**src/rtl/debug_baud_pkg.sv**
```systemverilog
// Shared types and constants for the debug UART baud sequencing controller.
package debug_baud_pkg;

    typedef enum logic [1:0] {
        ARM    = 2'd0,
        HUNT   = 2'd1,
        LOCKED = 2'd2,
        BREAK  = 2'd3
    } baud_state_e;

    localparam int SUB_TICKS  = 32;
    localparam int ARM_CYCLES = 2;

endpackage

```
**src/rtl/debug_baud_ctrl_if.sv**
```systemverilog
// Detector/host-facing signal bundle of the baud controller.
interface debug_baud_ctrl_if #(
    parameter int DIV_W = 8
);
    logic             rx;
    logic             ab_wr;
    logic [DIV_W-1:0] ab_div;
    logic             ab_rst_n;
    logic             cfg_wr;
    logic [DIV_W-1:0] cfg_div;
    logic             cfg_lock;
    logic             cfg_rearm;
    logic             baud_wr;
    logic [DIV_W-1:0] baud_div;
    logic             locked;
    logic             bit_tick;
    logic             brk_det;

    modport master (
        output rx, ab_wr, ab_div, cfg_wr, cfg_div, cfg_lock, cfg_rearm,
        input  ab_rst_n, baud_wr, baud_div, locked, bit_tick, brk_det
    );

    modport slave (
        input  rx, ab_wr, ab_div, cfg_wr, cfg_div, cfg_lock, cfg_rearm,
        output ab_rst_n, baud_wr, baud_div, locked, bit_tick, brk_det
    );
endinterface

```
**src/rtl/debug_baud_prescaler.sv**
```systemverilog
// Divides clk by div (pre_cnt) and then by SUB_TICKS (sub_cnt) to form bit_tick.
module debug_baud_prescaler
    import debug_baud_pkg::*;
#(
    parameter int DIV_W = 8
) (
    input  logic             clk,
    input  logic             rst,
    input  logic             clr,
    input  logic             en,
    input  logic [DIV_W-1:0] div,
    output logic             bit_tick
);
    localparam int SUB_W = $clog2(SUB_TICKS);
    localparam logic [SUB_W-1:0] SUB_LAST = SUB_W'(SUB_TICKS - 1);

    logic [DIV_W-1:0] pre_cnt;
    logic [SUB_W-1:0] sub_cnt;
    logic             pre_wrap;

    assign pre_wrap = (pre_cnt == div - DIV_W'(1));
    assign bit_tick = en && pre_wrap && (sub_cnt == SUB_LAST);

    always_ff @(posedge clk or posedge rst) begin
        if (rst) begin
            pre_cnt <= '0;
            sub_cnt <= '0;
        end else if (clr) begin
            pre_cnt <= '0;
            sub_cnt <= '0;
        end else if (en) begin
            if (pre_wrap) begin
                pre_cnt <= '0;
                sub_cnt <= sub_cnt + SUB_W'(1);
            end else begin
                pre_cnt <= pre_cnt + DIV_W'(1);
            end
        end
    end
endmodule

```
**src/rtl/debug_baud_ctrl.sv**
```systemverilog
// Auto-baud lifecycle sequencer: arms the detector, captures its divisor,
// runs the baud prescaler and re-arms detection on an RX break.
module debug_baud_ctrl
    import debug_baud_pkg::*;
#(
    parameter int DIV_W      = 8,
    parameter int BREAK_BITS = 12
) (
    input logic             clk,
    input logic             rst,
    debug_baud_ctrl_if.slave bus
);
    localparam int BRK_W = $clog2(BREAK_BITS + 1);
    localparam logic [BRK_W-1:0] BRK_MAX = BRK_W'(BREAK_BITS);
    localparam logic [BRK_W-1:0] BRK_PRE = BRK_W'(BREAK_BITS - 1);

    baud_state_e      state_q, state_d;
    logic [1:0]       arm_cnt_q;
    logic [DIV_W-1:0] div_q;
    logic             baud_wr_q;
    logic             brk_det_q;
    logic             brk_hold_q;
    logic [BRK_W-1:0] brk_cnt_q;
    logic             in_locked, cfg_acc, ab_acc, lock_entry;
    logic             bit_tick, brk_sat, brk_hit;

    assign in_locked  = (state_q == LOCKED);
    assign cfg_acc    = !bus.cfg_rearm && bus.cfg_wr && (bus.cfg_div != '0);
    assign ab_acc     = !bus.cfg_rearm && !cfg_acc && (state_q == HUNT)
                        && bus.ab_wr && (bus.ab_div != '0);
    assign lock_entry = cfg_acc || ab_acc;
    assign brk_sat    = in_locked && (brk_cnt_q == BRK_MAX);
    assign brk_hit    = in_locked && bit_tick && !bus.rx && !brk_hold_q
                        && (brk_cnt_q == BRK_PRE) && !lock_entry && !bus.cfg_rearm;

    debug_baud_prescaler #(.DIV_W(DIV_W)) u_prescaler (
        .clk      (clk),
        .rst      (rst),
        .clr      (lock_entry),
        .en       (in_locked),
        .div      (div_q),
        .bit_tick (bit_tick)
    );

    always_comb begin
        state_d = state_q;
        case (state_q)
            ARM:     if (arm_cnt_q == 2'(ARM_CYCLES - 1)) state_d = HUNT;
            HUNT:    state_d = HUNT;
            LOCKED:  if (brk_sat && !bus.cfg_lock) state_d = BREAK;
            BREAK:   if (bus.rx) state_d = ARM;
            default: state_d = ARM;
        endcase
        if (lock_entry)    state_d = LOCKED;
        if (bus.cfg_rearm) state_d = ARM;
    end

    always_ff @(posedge clk or posedge rst) begin
        if (rst) begin
            state_q   <= ARM;
            arm_cnt_q <= '0;
        end else begin
            state_q   <= state_d;
            // a rearm while already arming restarts the hold-off
            arm_cnt_q <= (state_q == ARM && state_d == ARM && !bus.cfg_rearm)
                         ? arm_cnt_q + 2'd1 : 2'd0;
        end
    end

    always_ff @(posedge clk or posedge rst) begin
        if (rst) begin
            div_q     <= '0;
            baud_wr_q <= 1'b0;
        end else begin
            baud_wr_q <= lock_entry;
            if (cfg_acc)     div_q <= bus.cfg_div;
            else if (ab_acc) div_q <= bus.ab_div;
        end
    end

    // brk_hold keeps a locked-through break from re-firing until rx returns high
    always_ff @(posedge clk or posedge rst) begin
        if (rst) begin
            brk_cnt_q  <= '0;
            brk_hold_q <= 1'b0;
            brk_det_q  <= 1'b0;
        end else begin
            brk_det_q <= brk_hit;
            if (!in_locked || lock_entry || bus.rx) begin
                brk_cnt_q  <= '0;
                brk_hold_q <= 1'b0;
            end else if (brk_sat) begin
                brk_cnt_q  <= '0;
                brk_hold_q <= 1'b1;
            end else if (bit_tick && !brk_hold_q && brk_cnt_q != BRK_MAX) begin
                brk_cnt_q <= brk_cnt_q + BRK_W'(1);
            end
        end
    end

    assign bus.ab_rst_n = (state_q != ARM);
    assign bus.baud_wr  = baud_wr_q;
    assign bus.baud_div = div_q;
    assign bus.locked   = in_locked;
    assign bus.bit_tick = bit_tick;
    assign bus.brk_det  = brk_det_q;
endmodule

```
**src/flat_wrapper.sv**
```systemverilog
// flat-port wrapper written by rule: the top's interface ports become plain ports
module debug_baud_ctrl_flat import debug_baud_pkg::*;
#(
    parameter int DIV_W      = 8,
    parameter int BREAK_BITS = 12
)
  (clk, rst, bus_rx, bus_ab_wr, bus_ab_div, bus_cfg_wr, bus_cfg_div, bus_cfg_lock, bus_cfg_rearm, bus_ab_rst_n, bus_baud_wr, bus_baud_div, bus_locked, bus_bit_tick, bus_brk_det);
  debug_baud_ctrl_if #(.DIV_W(DIV_W)) bus_i ();
  input logic clk;
  input logic rst;
  input wire logic [$bits(bus_i.rx)-1:0] bus_rx;
  input wire logic [$bits(bus_i.ab_wr)-1:0] bus_ab_wr;
  input wire logic [$bits(bus_i.ab_div)-1:0] bus_ab_div;
  input wire logic [$bits(bus_i.cfg_wr)-1:0] bus_cfg_wr;
  input wire logic [$bits(bus_i.cfg_div)-1:0] bus_cfg_div;
  input wire logic [$bits(bus_i.cfg_lock)-1:0] bus_cfg_lock;
  input wire logic [$bits(bus_i.cfg_rearm)-1:0] bus_cfg_rearm;
  output wire logic [$bits(bus_i.ab_rst_n)-1:0] bus_ab_rst_n;
  output wire logic [$bits(bus_i.baud_wr)-1:0] bus_baud_wr;
  output wire logic [$bits(bus_i.baud_div)-1:0] bus_baud_div;
  output wire logic [$bits(bus_i.locked)-1:0] bus_locked;
  output wire logic [$bits(bus_i.bit_tick)-1:0] bus_bit_tick;
  output wire logic [$bits(bus_i.brk_det)-1:0] bus_brk_det;
  assign bus_i.rx = bus_rx;
  assign bus_i.ab_wr = bus_ab_wr;
  assign bus_i.ab_div = bus_ab_div;
  assign bus_i.cfg_wr = bus_cfg_wr;
  assign bus_i.cfg_div = bus_cfg_div;
  assign bus_i.cfg_lock = bus_cfg_lock;
  assign bus_i.cfg_rearm = bus_cfg_rearm;
  assign bus_ab_rst_n = bus_i.ab_rst_n;
  assign bus_baud_wr = bus_i.baud_wr;
  assign bus_baud_div = bus_i.baud_div;
  assign bus_locked = bus_i.locked;
  assign bus_bit_tick = bus_i.bit_tick;
  assign bus_brk_det = bus_i.brk_det;
  debug_baud_ctrl #(.DIV_W(DIV_W), .BREAK_BITS(BREAK_BITS)) u_core (.clk(clk), .rst(rst), .bus(bus_i));
endmodule
```
**config.mk**
```make
export PLATFORM = sky130hd
export DESIGN_NAME = debug_baud_ctrl_flat
export DESIGN_NICKNAME = d
export VERILOG_FILES = /design/src/rtl/debug_baud_pkg.sv /design/src/rtl/debug_baud_ctrl_if.sv /design/src/rtl/debug_baud_prescaler.sv /design/src/rtl/debug_baud_ctrl.sv /design/src/flat_wrapper.sv
export SDC_FILE = /design/constraint.sdc
export NUM_CORES = 1
export LEC_CHECK = 0
export BUFFER_PORTS_ARGS = -buffer_cell sky130_fd_sc_hd__buf_2
export CORE_UTILIZATION = 55
export CTS_CLUSTER_DIAMETER = 150
export DETAILED_ROUTE_END_ITERATION = 10
export PLACE_DENSITY = 0.87
export SKIP_LAST_GASP = 1
export SLEW_MARGIN = 25
export SYNTH_ARGS = -nofsm -noshare
export SYNTH_HDL_FRONTEND = slang
export SYNTH_SLANG_ARGS = --single-unit
export TNS_END_PERCENT = 20
```
**constraint.sdc**
```tcl
create_clock -name clk -period 3.1 [get_ports clk]
set_input_delay 0.155 -clock clk [delete_from_list [all_inputs] [get_ports clk]]
set_output_delay 0.155 -clock clk [all_outputs]
set_load 0.1 [all_outputs]
```
==> results of run 1 <==
cell type report:
type | count | area, um2 | share of cell area
multi-input combinational | 155 | 1020 | 0.458
sequential | 32 | 810 | 0.362
clock buffer | 6 | 51.3 | 0.0229
timing repair buffer | 41 | 228 | 0.102
inverter | 16 | 60.1 | 0.0268
clock inverter | 2 | 10.0 | 0.00447
tap | 44 | 55.1 | 0.0246
logic make-up (layout without fill, tap and decap cells):
family | after synthesis | in the layout | share of synthesized area
XOR/XNOR | 11 | 11 | 0.0507
flip-flops | 32 | 32 | 0.421
AO/OA/AOI/OAI | 50 | 50 | 0.172
AND/OR/NAND/NOR | 79 | 79 | 0.219
adder cells (fa/ha/maj) | 7 | 7 | 0.0461
buffers and inverters | 24 | 65 | 0.0481
multiplexers | 8 | 8 | 0.0428
cells in the mapped netlist, types with 2 or more instances:
cell,count
nand3_1,9
or2_2,2
dfrtp_1,32
nor3_1,3
a31o_2,3
or4_1,6
nand4_1,3
o21ai_0,12
a21oi_1,15
ha_1,7
nor4_1,6
inv_1,16
xnor2_1,3
nand2_1,20
nor2_1,17
o211ai_1,2
a22o_1,5
a31oi_1,2
or3_1,2
clkbuf_1,7
xor2_1,8
mux2i_1,7
o31ai_1,4
and3_1,2
nor3b_1,2
nand2b_1,2
sequential cells by signal (all words and copies together) (netlist names):
signal / count
u_core.u_prescaler.pre_cnt: 8
u_core.brk_cnt_q: 4
u_core.state_q: 2
u_core.bus.baud_wr: 1
u_core.bus.baud_div: 8
u_core.arm_cnt_q: 2
u_core.u_prescaler.sub_cnt: 5
u_core.brk_hold_q: 1
u_core.bus.brk_det: 1
through the flow:
stage | total power, mW | cell area [um2]
floorplan | 0.805 | 1920
global placement | 0.884 | 2150
detailed placement | 0.890 | 2150
CTS | 1.15 | 2220
global route | 1.21 | 2240
finish | 1.14 | 2240
routing by layer:
| metal | global-route usage | share of wire | vias up |
|---|---|---|---|
| met3 | 0.0640 | 0.049 | 11 |
| met2 | 0.425 | 0.48 | 55 |
| li1 | - | - | 839 |
| met5 | 0 | 0 | - |
| met1 | 0.357 | 0.45 | 788 |
| met4 | 0.0974 | 0.019 | 0 |
cells in the final DEF, fill, tap and decap left out, types with 3 or more instances in the layout:
| master | instances |
|---|---|
| dfrtp_2 | 7 |
| a31o_2 | 3 |
| nor4_1 | 6 |
| a22o_1 | 5 |
| o31ai_1 | 4 |
| inv_1 | 15 |
| nand4_1 | 3 |
| buf_4 | 5 |
| nand2_1 | 20 |
| nor2_1 | 17 |
| ha_1 | 7 |
| mux2i_1 | 7 |
| dfrtp_1 | 25 |
| xnor2_1 | 3 |
| buf_2 | 34 |
| o21ai_0 | 12 |
| or4_1 | 6 |
| clkbuf_4 | 5 |
| nand3_1 | 9 |
| a21oi_1 | 15 |
| xor2_1 | 8 |
what timing repair did:
item / 4_1_cts / 5_1_grt
cloned: 0 / 0
hold buffers: 1 / 1
resized for setup: 1 / 1
hold endpoints to repair: 1 / 23
endpoints found under the setup margin: 1 / 1
worst max-delay path by stage:
stage                               to  slack, ns  depth (start not counted)
after floorplan           bus_bit_tick      0.005                          8
after global placement    bus_bit_tick       0.44                          8
after detailed placement  bus_bit_tick       0.38                          8
after CTS                 bus_bit_tick       0.11                          8
after global routing      bus_bit_tick       0.05                          8
final                     bus_bit_tick       0.20                          6
report_power, final:
| part | total (mW) | internal (mW) | switching (mW) |
|---|---|---|---|
| registers | 0.493 | 0.450 | 0.0431 |
| clock network | 0.258 | 0.108 | 0.151 |
| logic | 0.393 | 0.108 | 0.284 |
| total | 1.14 | 0.666 | 0.478 |
worst register-to-register path, delay by kind of cell, from the launching register on:
kind / cells / cell delay [ns]
buffers and inverters: 1 / 0.27
DFF: 1 / 0.46
and+or+nand+nor: 4 / 1.23
AOI/OAI and AO/OA: 2 / 0.64
==> key figures, run 1 <==
Run status
  • Status: completed

Detailed routing
  • Starting DRT DRC Count: 60
  • Post-Route WL: 4220 um
  • DR DRC count: 0
  • Vias: 1693
  • Drt first pass iters: 4
  • Antenna viol nets, final: 0
  • WL per Instance: 14.3 um
  • Via density: 5.72

Floorplanning
  • Starting Density: 0.603
  • Die Span X: 60.8 um
  • IO Pins: 36
  • Row count: 20
  • CORE AREA: 3150 um2
  • Die H: 60.8 um
  • Full die area: 3690 um2

Clock network
  • CTS tree: done
  • Clk buf depth: 2
  • Root buf cell: clkbuf_4
  • Number of CTS-inserted buffers: 5
  • CTS Sinks: 32
  • Clock latency on the worst-skew pair: 0.35 ns
  • Post-CTS setup buffer count: 0
  • Worst-path clk slew: 0.11 ns
  • H-tree Lvls: 2

Power and ir drop
  • P per Cell Area: 511 nW/um2
  • Worst vdd ir: 0.000363 V
  • Lkg Pwr: 1.04 nW

GRT
  • Initial antenna violation count: 0
  • First-pass GRT wire length: 7230 um
  • GRT overflow: 0
  • Total track usage: 0.268
  • Vias in the first global route: 1612
  • Pin count of the biggest net entering global routing: 25

Place
  • Placer congestion estimate: 0.830
  • Worst slack, placed: 0.381 ns
  • Post-DP HPWL: 3150 um
  • IO Port Bufs: 35
  • Cells after DPL: 286

Logic synthesis
  • Post-synth EDFFs: 0
  • Synthesis Warnings: 0
  • Ys async rst share: 1.00
  • Post-synth top area share: 0.421
  • Synthesized Nets: 241
  • Mapped Area: 1900 um2
  • Seq/Total Area, Yosys: 0.421
  • Largest area contributor in the netlist: dfrtp_1
  • Synth cell types: 40
  • Largest cells by area after synthesis: dfrtp_1 (42%), ha_1 (4.6%), a21oi_1 (3.9%), nand2_1 (3.9%), mux2i_1 (3.7%)
  • Cell count after synthesis: 211
  • Syn Area/Cell: 9.01 um2
  • Synth Flop Type: dfrtp_1
  • Synth Register Bits: 32

Worst setup path
  • R2r setup slk: 0.44 ns
  • Req. time, crit path: 2.94 ns
  • Critical Path AT: 2.75 ns
  • Crit Path Category: register to primary output
  • Critical path buffers and inverters: 1
  • CP max FO: 16
  • Cell family with most CP delay: simple AND/OR/NAND/NOR gates
  • Slowest cell on crit path: or4_1
  • Critical-path cell list: nor4_4 > nand2_1 > or4_1 > a211o_1 > nor3_4 > buf_4
  • Worst Setup Start Kind: register
  • Worst r2r path cells: 7
  • FF-to-FF End: u_core.u_prescaler.sub_cnt[0]$_DFFE_PP0P_
  • RR Startpoint: u_core.bus.baud_div[0]$_DFFE_PP0N_
  • Critical Path Start: u_core.bus.baud_div[0]$_DFFE_PP0N_
  • Critical path's largest stage delay: 0.50 ns
  • CP Capture Type: primary output

STA
  • Final number of hold-violating endpoints: 0
  • Slew HR: 0.435
  • Crit share post-route: 0.936
  • Final Setup Violations: 0
  • Final min period: 2.90 ns
  • Final clock skew: 0.0104 ns
  • RSZ-0062 raised after global routing: no
  • Peak Freq: 345 MHz
  • Final setup margin: 0.199 ns
  • Fin. max-slew vios: 0
  • Fin Hold WS: 0.0225 ns
  • Worst slew pin tran: 0.843 ns
  • Post-Route Setup TNS: 0 ns

Worst hold path
  • Path type of the worst min-delay path: primary input to register
  • Worst hold path cell count: 3
  • Hold Path End: u_core.bus.baud_div[7]$_DFFE_PP0N_
  • Min-Delay Startpoint: bus_cfg_div[7]

Layout
  • Util after Layout: 0.710
  • # diodes: 0
  • Syn-to-layout area delta: 17.8%
  • Fillers: 255
  • Layout cells sized above 1: 0.250
  • Final layout net count: 281
  • Non-Filler Instances: 296

Run
  • Max cap viols: 0
Note: power is estimated with default switching activity, not from simulation.
==> run 2, diff against run 1 <==
--- a/config.mk
+++ b/config.mk
@@ -6,10 +6,11 @@
 export NUM_CORES = 1
 export LEC_CHECK = 0
 export BUFFER_PORTS_ARGS = -buffer_cell sky130_fd_sc_hd__buf_2
-export CORE_UTILIZATION = 55
+export CORE_UTILIZATION = 57
+export CTS_BUF_LIST = sky130_fd_sc_hd__clkbuf_4 sky130_fd_sc_hd__clkbuf_8
 export CTS_CLUSTER_DIAMETER = 150
 export DETAILED_ROUTE_END_ITERATION = 10
-export PLACE_DENSITY = 0.87
+export PLACE_DENSITY = 0.9
 export SKIP_LAST_GASP = 1
 export SLEW_MARGIN = 25
 export SYNTH_ARGS = -nofsm -noshare
==> constraint.sdc (replaced) <==
create_clock -name clk -period 2.7 [get_ports clk]
set_input_delay 0.135 -clock clk [delete_from_list [all_inputs] [get_ports clk]]
set_output_delay 0.135 -clock clk [all_outputs]
set_load 0.1 [all_outputs]
==> run 2 against run 1 <==
Effect of this change: critical path type unchanged; highest routed layer unchanged; the run now ends with setup timing left; routed wire length is 18% higher; power is 25% higher; final cell count is 3.0% higher.
==> key figures, run 2 (synthesis gave the netlist of run 1 again) <==
Detailed routing
  • Starting DRT DRC Count: 87
  • Post-Route WL: 4980 um
  • Vias: 1818
  • Drt first pass iters: 4
  • Antenna viol nets, final: 0
  • Via density: 5.96
  • DR DRC count: 0
  • WL per Instance: 16.3 um

Worst hold path
  • Path type of the worst min-delay path: primary input to register

STA
  • Final clock skew: 0.00886 ns
  • Fin. max-slew vios: 0
  • Slew HR: 0.560
  • Final number of hold-violating endpoints: 0
  • Fin Hold WS: 0.00373 ns
  • RSZ-0062 raised after global routing: yes
  • Final setup margin: -0.152 ns
  • Peak Freq: 351 MHz
  • Final Setup Violations: 7
  • Crit share post-route: 1.06
  • Worst slew pin tran: 0.657 ns
  • Final min period: 2.85 ns

Clock network
  • CTS Sinks: 32
  • Clk buf depth: 2
  • CTS tree: done
  • Clock latency on the worst-skew pair: 0.34 ns
  • Root buf cell: clkbuf_4
  • Number of CTS-inserted buffers: 5
  • H-tree Lvls: 2
  • Worst-path clk slew: 0.10 ns

Worst setup path
  • Req. time, crit path: 2.57 ns
  • CP Capture Type: primary output
  • CP max FO: 2
  • Crit Path Category: register to primary output
  • Critical Path AT: 2.72 ns
  • Worst Setup Start Kind: register
  • R2r setup slk: -0.11 ns

GRT
  • Total track usage: 0.293
  • Vias in the first global route: 1708
  • First-pass GRT wire length: 7600 um
  • Pin count of the biggest net entering global routing: 33
  • GRT overflow: 0
  • Initial antenna violation count: 0

Floorplanning
  • IO Pins: 36
  • CORE AREA: 3100 um2
  • Die Span X: 59.7 um
  • Row count: 20
  • Die H: 59.7 um
  • Full die area: 3570 um2
  • Starting Density: 0.613

Layout
  • Syn-to-layout area delta: 24.4%
  • Non-Filler Instances: 305
  • Layout cells sized above 1: 0.287
  • Finished Cell Area: 2360 um2
  • Commonest non-fill, non-tap cells in the layout: buf_2 (34), dfrtp_1 (25), nand2_1 (20), nor2_1 (17), inv_1 (16)
  • # diodes: 0
  • Final layout net count: 290
  • Commonest non-fill, non-tap cell in the layout: buf_2

Power and ir drop
  • Worst vdd ir: 0.000407 V
  • Lkg Pwr: 1.09 nW
  • P per Cell Area: 607 nW/um2
  • Total chip power: 1.43 mW

Place
  • Post-DP HPWL: 3340 um
  • Area after DPL: 2190 um2
  • IO Port Bufs: 35
  • Placer congestion estimate: 0.847
  • Cells after DPL: 288

Run status
  • Status: finished with violations
  • Failing checks: setup timing

Run
  • Max cap viols: 0
[run 2: metal layers]
| layer | wire length (um) | share of wire | global-route usage | vias to the layer above |
|---|---|---|---|---|
| li1 | - | - | - | 858 |
| met1 | 1970 | 0.40 | 0.375 | 854 |
| met2 | 2550 | 0.51 | 0.470 | 94 |
| met3 | 352 | 0.071 | 0.0649 | 12 |
| met4 | 110 | 0.022 | 0.143 | 0 |
| met5 | 0 | 0 | 0 | - |
[run 2: final cells by class]
class                           instances  area [um2]
Clock buffer                            5        37.5
Clock inverter                          3        42.5
Fill cell                             213         738
Inverter                               16        60.1
Multi-Input combinational cell        155        1040
Sequential cell                        32         817
Tap cell                               44        55.1
Timing Repair Buffer                   50         312
[run 2: worst max-delay path, cell delays in order (launching register included)]
cell and delay (ns):
dfrtp_4 0.50, nor4_4 0.32, nand2_1 0.15, or4_4 0.57
a211o_4 0.37, buf_6 0.13, nor3_4 0.14, buf_12 0.20
[run 2: through the flow]
| step | utilization | setup TNS [ns] | worst slack [ns] |
|---|---|---|---|
| 4_1_cts | 0.756 | -0.0491 | -0.0430 |
| 6_report | 0.762 | -0.556 | -0.152 |
| 3_3_place_gp | 0.706 | 0 | 0.0914 |
| 2_1_floorplan | - | -0.294 | -0.294 |
| 5_1_grt | 0.762 | -1.03 | -0.205 |
| 3_5_place_dp | 0.706 | 0 | 0.0214 |
[run 2: where the power goes]
group          total, mW  leakage, nW  switching (mW)  internal, mW
Sequential         0.567        0.420          0.0471         0.520
Combinational      0.500        0.632           0.355         0.145
Clock              0.368       0.0412           0.175         0.193
Total               1.43         1.09           0.577         0.858
[run 2: timing repair]
item                                    4_1_cts  5_1_grt
setup buffers                                 5        2
pin swaps                                     5        2
hold endpoints to repair                     33        0
endpoints found under the setup margin        1       10
gates resized for setup                       4        1
hold buffers                                  2        0
[run 2: final timing paths]
path / startpoint / cells past startpoint / endpoint
max in group asynchronous: rst / 4 / u_core.bus.baud_div[3]$_DFFE_PP0N_
min in group asynchronous: rst / 4 / u_core.bus.baud_div[2]$_DFFE_PP0N_
max: u_core.bus.baud_div[3]$_DFFE_PP0N_ / 7 / bus_bit_tick
min: bus_cfg_div[6] / 3 / u_core.bus.baud_div[6]$_DFFE_PP0N_
max reg2reg: u_core.bus.baud_div[3]$_DFFE_PP0N_ / 8 / u_core.u_prescaler.sub_cnt[0]$_DFFE_PP0P_
min reg2reg: u_core.arm_cnt_q[0]$_DFF_PP0_ / 1 / u_core.arm_cnt_q[0]$_DFF_PP0_
==> run 3, diff against run 2 <==
--- a/config.mk
+++ b/config.mk
@@ -10,6 +10,7 @@
 export CTS_BUF_LIST = sky130_fd_sc_hd__clkbuf_4 sky130_fd_sc_hd__clkbuf_8
 export CTS_CLUSTER_DIAMETER = 150
 export DETAILED_ROUTE_END_ITERATION = 10
+export HOLD_SLACK_MARGIN = 0.02
 export PLACE_DENSITY = 0.9
 export SKIP_LAST_GASP = 1
 export SLEW_MARGIN = 25
==> run 3 against run 2 <==
Effect of this change: the flow still finishes with violations (setup timing); clock-buffer cell count unchanged; power increased by 0.50%; sequential cell count did not move; clock power barely moved; hold slack improved by 0.053 ns; cell area is 2.5% higher; sequential power hardly changed; combinational power increased by 2%; utilization grew 1.9 points; routed wire length grew 4.0%; register-to-register slack improved by 0.05 ns; clock skew is 0.0012 ns lower; critical path type unchanged; largest cell class unchanged; largest power group unchanged; highest routed layer unchanged.
==> key figures, run 3 (synthesis gave the netlist of run 1 again) <==
GRT
  • GRT overflow: 0
  • Total track usage: 0.316
  • Pin count of the biggest net entering global routing: 33
  • Initial antenna violation count: 0
  • Vias in the first global route: 1778
  • First-pass GRT wire length: 8130 um

Worst setup path
  • Req. time, crit path: 2.57 ns
  • Critical-path cell list: nor4_4 > nand2_1 > or4_4 > a211o_4 > buf_6 > nor3_4 > buf_12
  • CP Capture Type: primary output
  • Cell family with most CP delay: simple AND/OR/NAND/NOR gates
  • CP max FO: 2
  • Critical path buffers and inverters: 2
  • Slowest cell on crit path: or4_4
  • Crit Path Category: register to primary output
  • Worst r2r path cells: 8
  • Critical path's largest stage delay: 0.54 ns
  • Worst Setup Start Kind: register
  • Critical Path AT: 2.66 ns
  • Crit path depth: 7

Layout
  • Util after Layout: 0.781
  • Syn-to-layout area delta: 27.6%
  • Final layout net count: 296
  • # diodes: 0
  • Commonest non-fill, non-tap cell in the layout: buf_2
  • Layout cells sized above 1: 0.281
  • Commonest non-fill, non-tap cells in the layout: buf_2 (34), dfrtp_1 (25), nand2_1 (20), nor2_1 (17), inv_1 (16)
  • Non-Filler Instances: 311
  • Fillers: 190

Floorplanning
  • Row count: 20
  • CORE AREA: 3100 um2
  • Die Span X: 59.7 um
  • Starting Density: 0.613
  • IO Pins: 36
  • Die H: 59.7 um
  • Full die area: 3570 um2

Clock network
  • Clk buf depth: 2
  • Clock latency on the worst-skew pair: 0.34 ns
  • Root buf cell: clkbuf_4
  • CTS Sinks: 32
  • CTS tree: done
  • Number of CTS-inserted buffers: 5
  • H-tree Lvls: 2
  • Worst-path clk slew: 0.10 ns

Run status
  • Status: finished with violations
  • Failing checks: setup timing

STA
  • Final clock skew: 0.00763 ns
  • Final number of hold-violating endpoints: 0
  • Final min period: 2.80 ns
  • Peak Freq: 357 MHz
  • Crit share post-route: 1.04
  • Fin. max-slew vios: 0
  • Final Setup Violations: 5
  • Slew HR: 0.559
  • Final setup margin: -0.0981 ns
  • RSZ-0062 raised after global routing: yes
  • Worst slew pin tran: 0.659 ns

Detailed routing
  • Post-Route WL: 5170 um
  • Starting DRT DRC Count: 98
  • Antenna viol nets, final: 0
  • Drt first pass iters: 4
  • Via density: 5.96
  • DR DRC count: 0
  • WL per Instance: 16.6 um
  • Vias: 1854

Worst hold path
  • Worst hold path cell count: 3
  • Path type of the worst min-delay path: primary input to register

Place
  • Cells after DPL: 288
  • Post-DP HPWL: 3340 um
  • Placer congestion estimate: 0.847
  • IO Port Bufs: 35

Power and ir drop
  • P per Cell Area: 595 nW/um2
  • Worst vdd ir: 0.000376 V
  • Lkg Pwr: 1.12 nW

Run
  • Max cap viols: 0
==> run 3: worst register-to-register path, delay by kind of cell (launching register included) <==
kind	cells	cell delay (ns)
AND/OR/NAND/NOR	4	1.33
flip-flops	1	0.50
AO/OA/AOI/OAI	2	0.50
buffers and inverters	2	0.36
==> run 3: what timing repair did <==
action,CTS,global route
hold buffers,8,0
gates resized for setup,4,1
pin swaps,5,2
buffers inserted,5,2
setup endpoints to repair,1,10
endpoints found under the hold margin,39,0
==> run 3: path summary, 6_finish.rpt <==
| check | from | end | slack (ns) |
|---|---|---|---|
| setup / recovery | u_core.bus.baud_div[3]$_DFFE_PP0N_ | bus_bit_tick | -0.1 |
| hold / removal | bus_cfg_div[4] | u_core.bus.baud_div[4]$_DFFE_PP0N_ | 0.06 |
| setup reg to reg | u_core.bus.baud_div[3]$_DFFE_PP0N_ | u_core.u_prescaler.sub_cnt[0]$_DFFE_PP0P_ | -0.06 |
| hold reg to reg | u_core.arm_cnt_q[0]$_DFF_PP0_ | u_core.arm_cnt_q[0]$_DFF_PP0_ | 0.45 |
| max in group asynchronous | rst | u_core.bus.baud_div[0]$_DFFE_PP0N_ | 1.94 |
| min in group asynchronous | rst | u_core.bus.baud_div[7]$_DFFE_PP0N_ | 0.44 |
==> run 3: report_power, final <==
| part | switching (mW) | internal (mW) |
|---|---|---|
| registers | 0.0478 | 0.520 |
| logic | 0.357 | 0.151 |
| clock network | 0.173 | 0.193 |
| total | 0.578 | 0.864 |
==> run 3: area by class of cell <==
class	instances	area, um2	area share
Multi-Input combinational cell	155	1040	0.429
Sequential cell	32	817	0.337
Timing Repair Buffer	56	372	0.153
Inverter	16	60.1	0.0248
Tap cell	44	55.1	0.0227
Clock inverter	3	42.5	0.0175
Clock buffer	5	37.5	0.0155
==> run 3: metrics by stage <==
stage          hold WS (ns)  instance area (um2)  power, mW  setup TNS (ns)  setup WS (ns)
2_1_floorplan         0.198                 1940      0.931          -0.294         -0.294
3_3_place_gp          0.238                 2190       1.02               0         0.0914
3_5_place_dp          0.247                 2190       1.03               0         0.0214
4_1_cts              0.0247                 2410       1.42         -0.0491        -0.0430
5_1_grt              0.0477                 2420       1.50          -0.740         -0.174
6_report             0.0565                 2420       1.44          -0.263        -0.0981
==> run 3: layer usage <==
| metal | share of wire | vias up | track usage |
|---|---|---|---|
| met3 | 0.065 | 16 | 0.0693 |
| met5 | 0 | - | 0 |
| li1 | - | 874 | - |
| met4 | 0.021 | 0 | 0.159 |
| met1 | 0.40 | 863 | 0.390 |
| met2 | 0.52 | 101 | 0.521 |
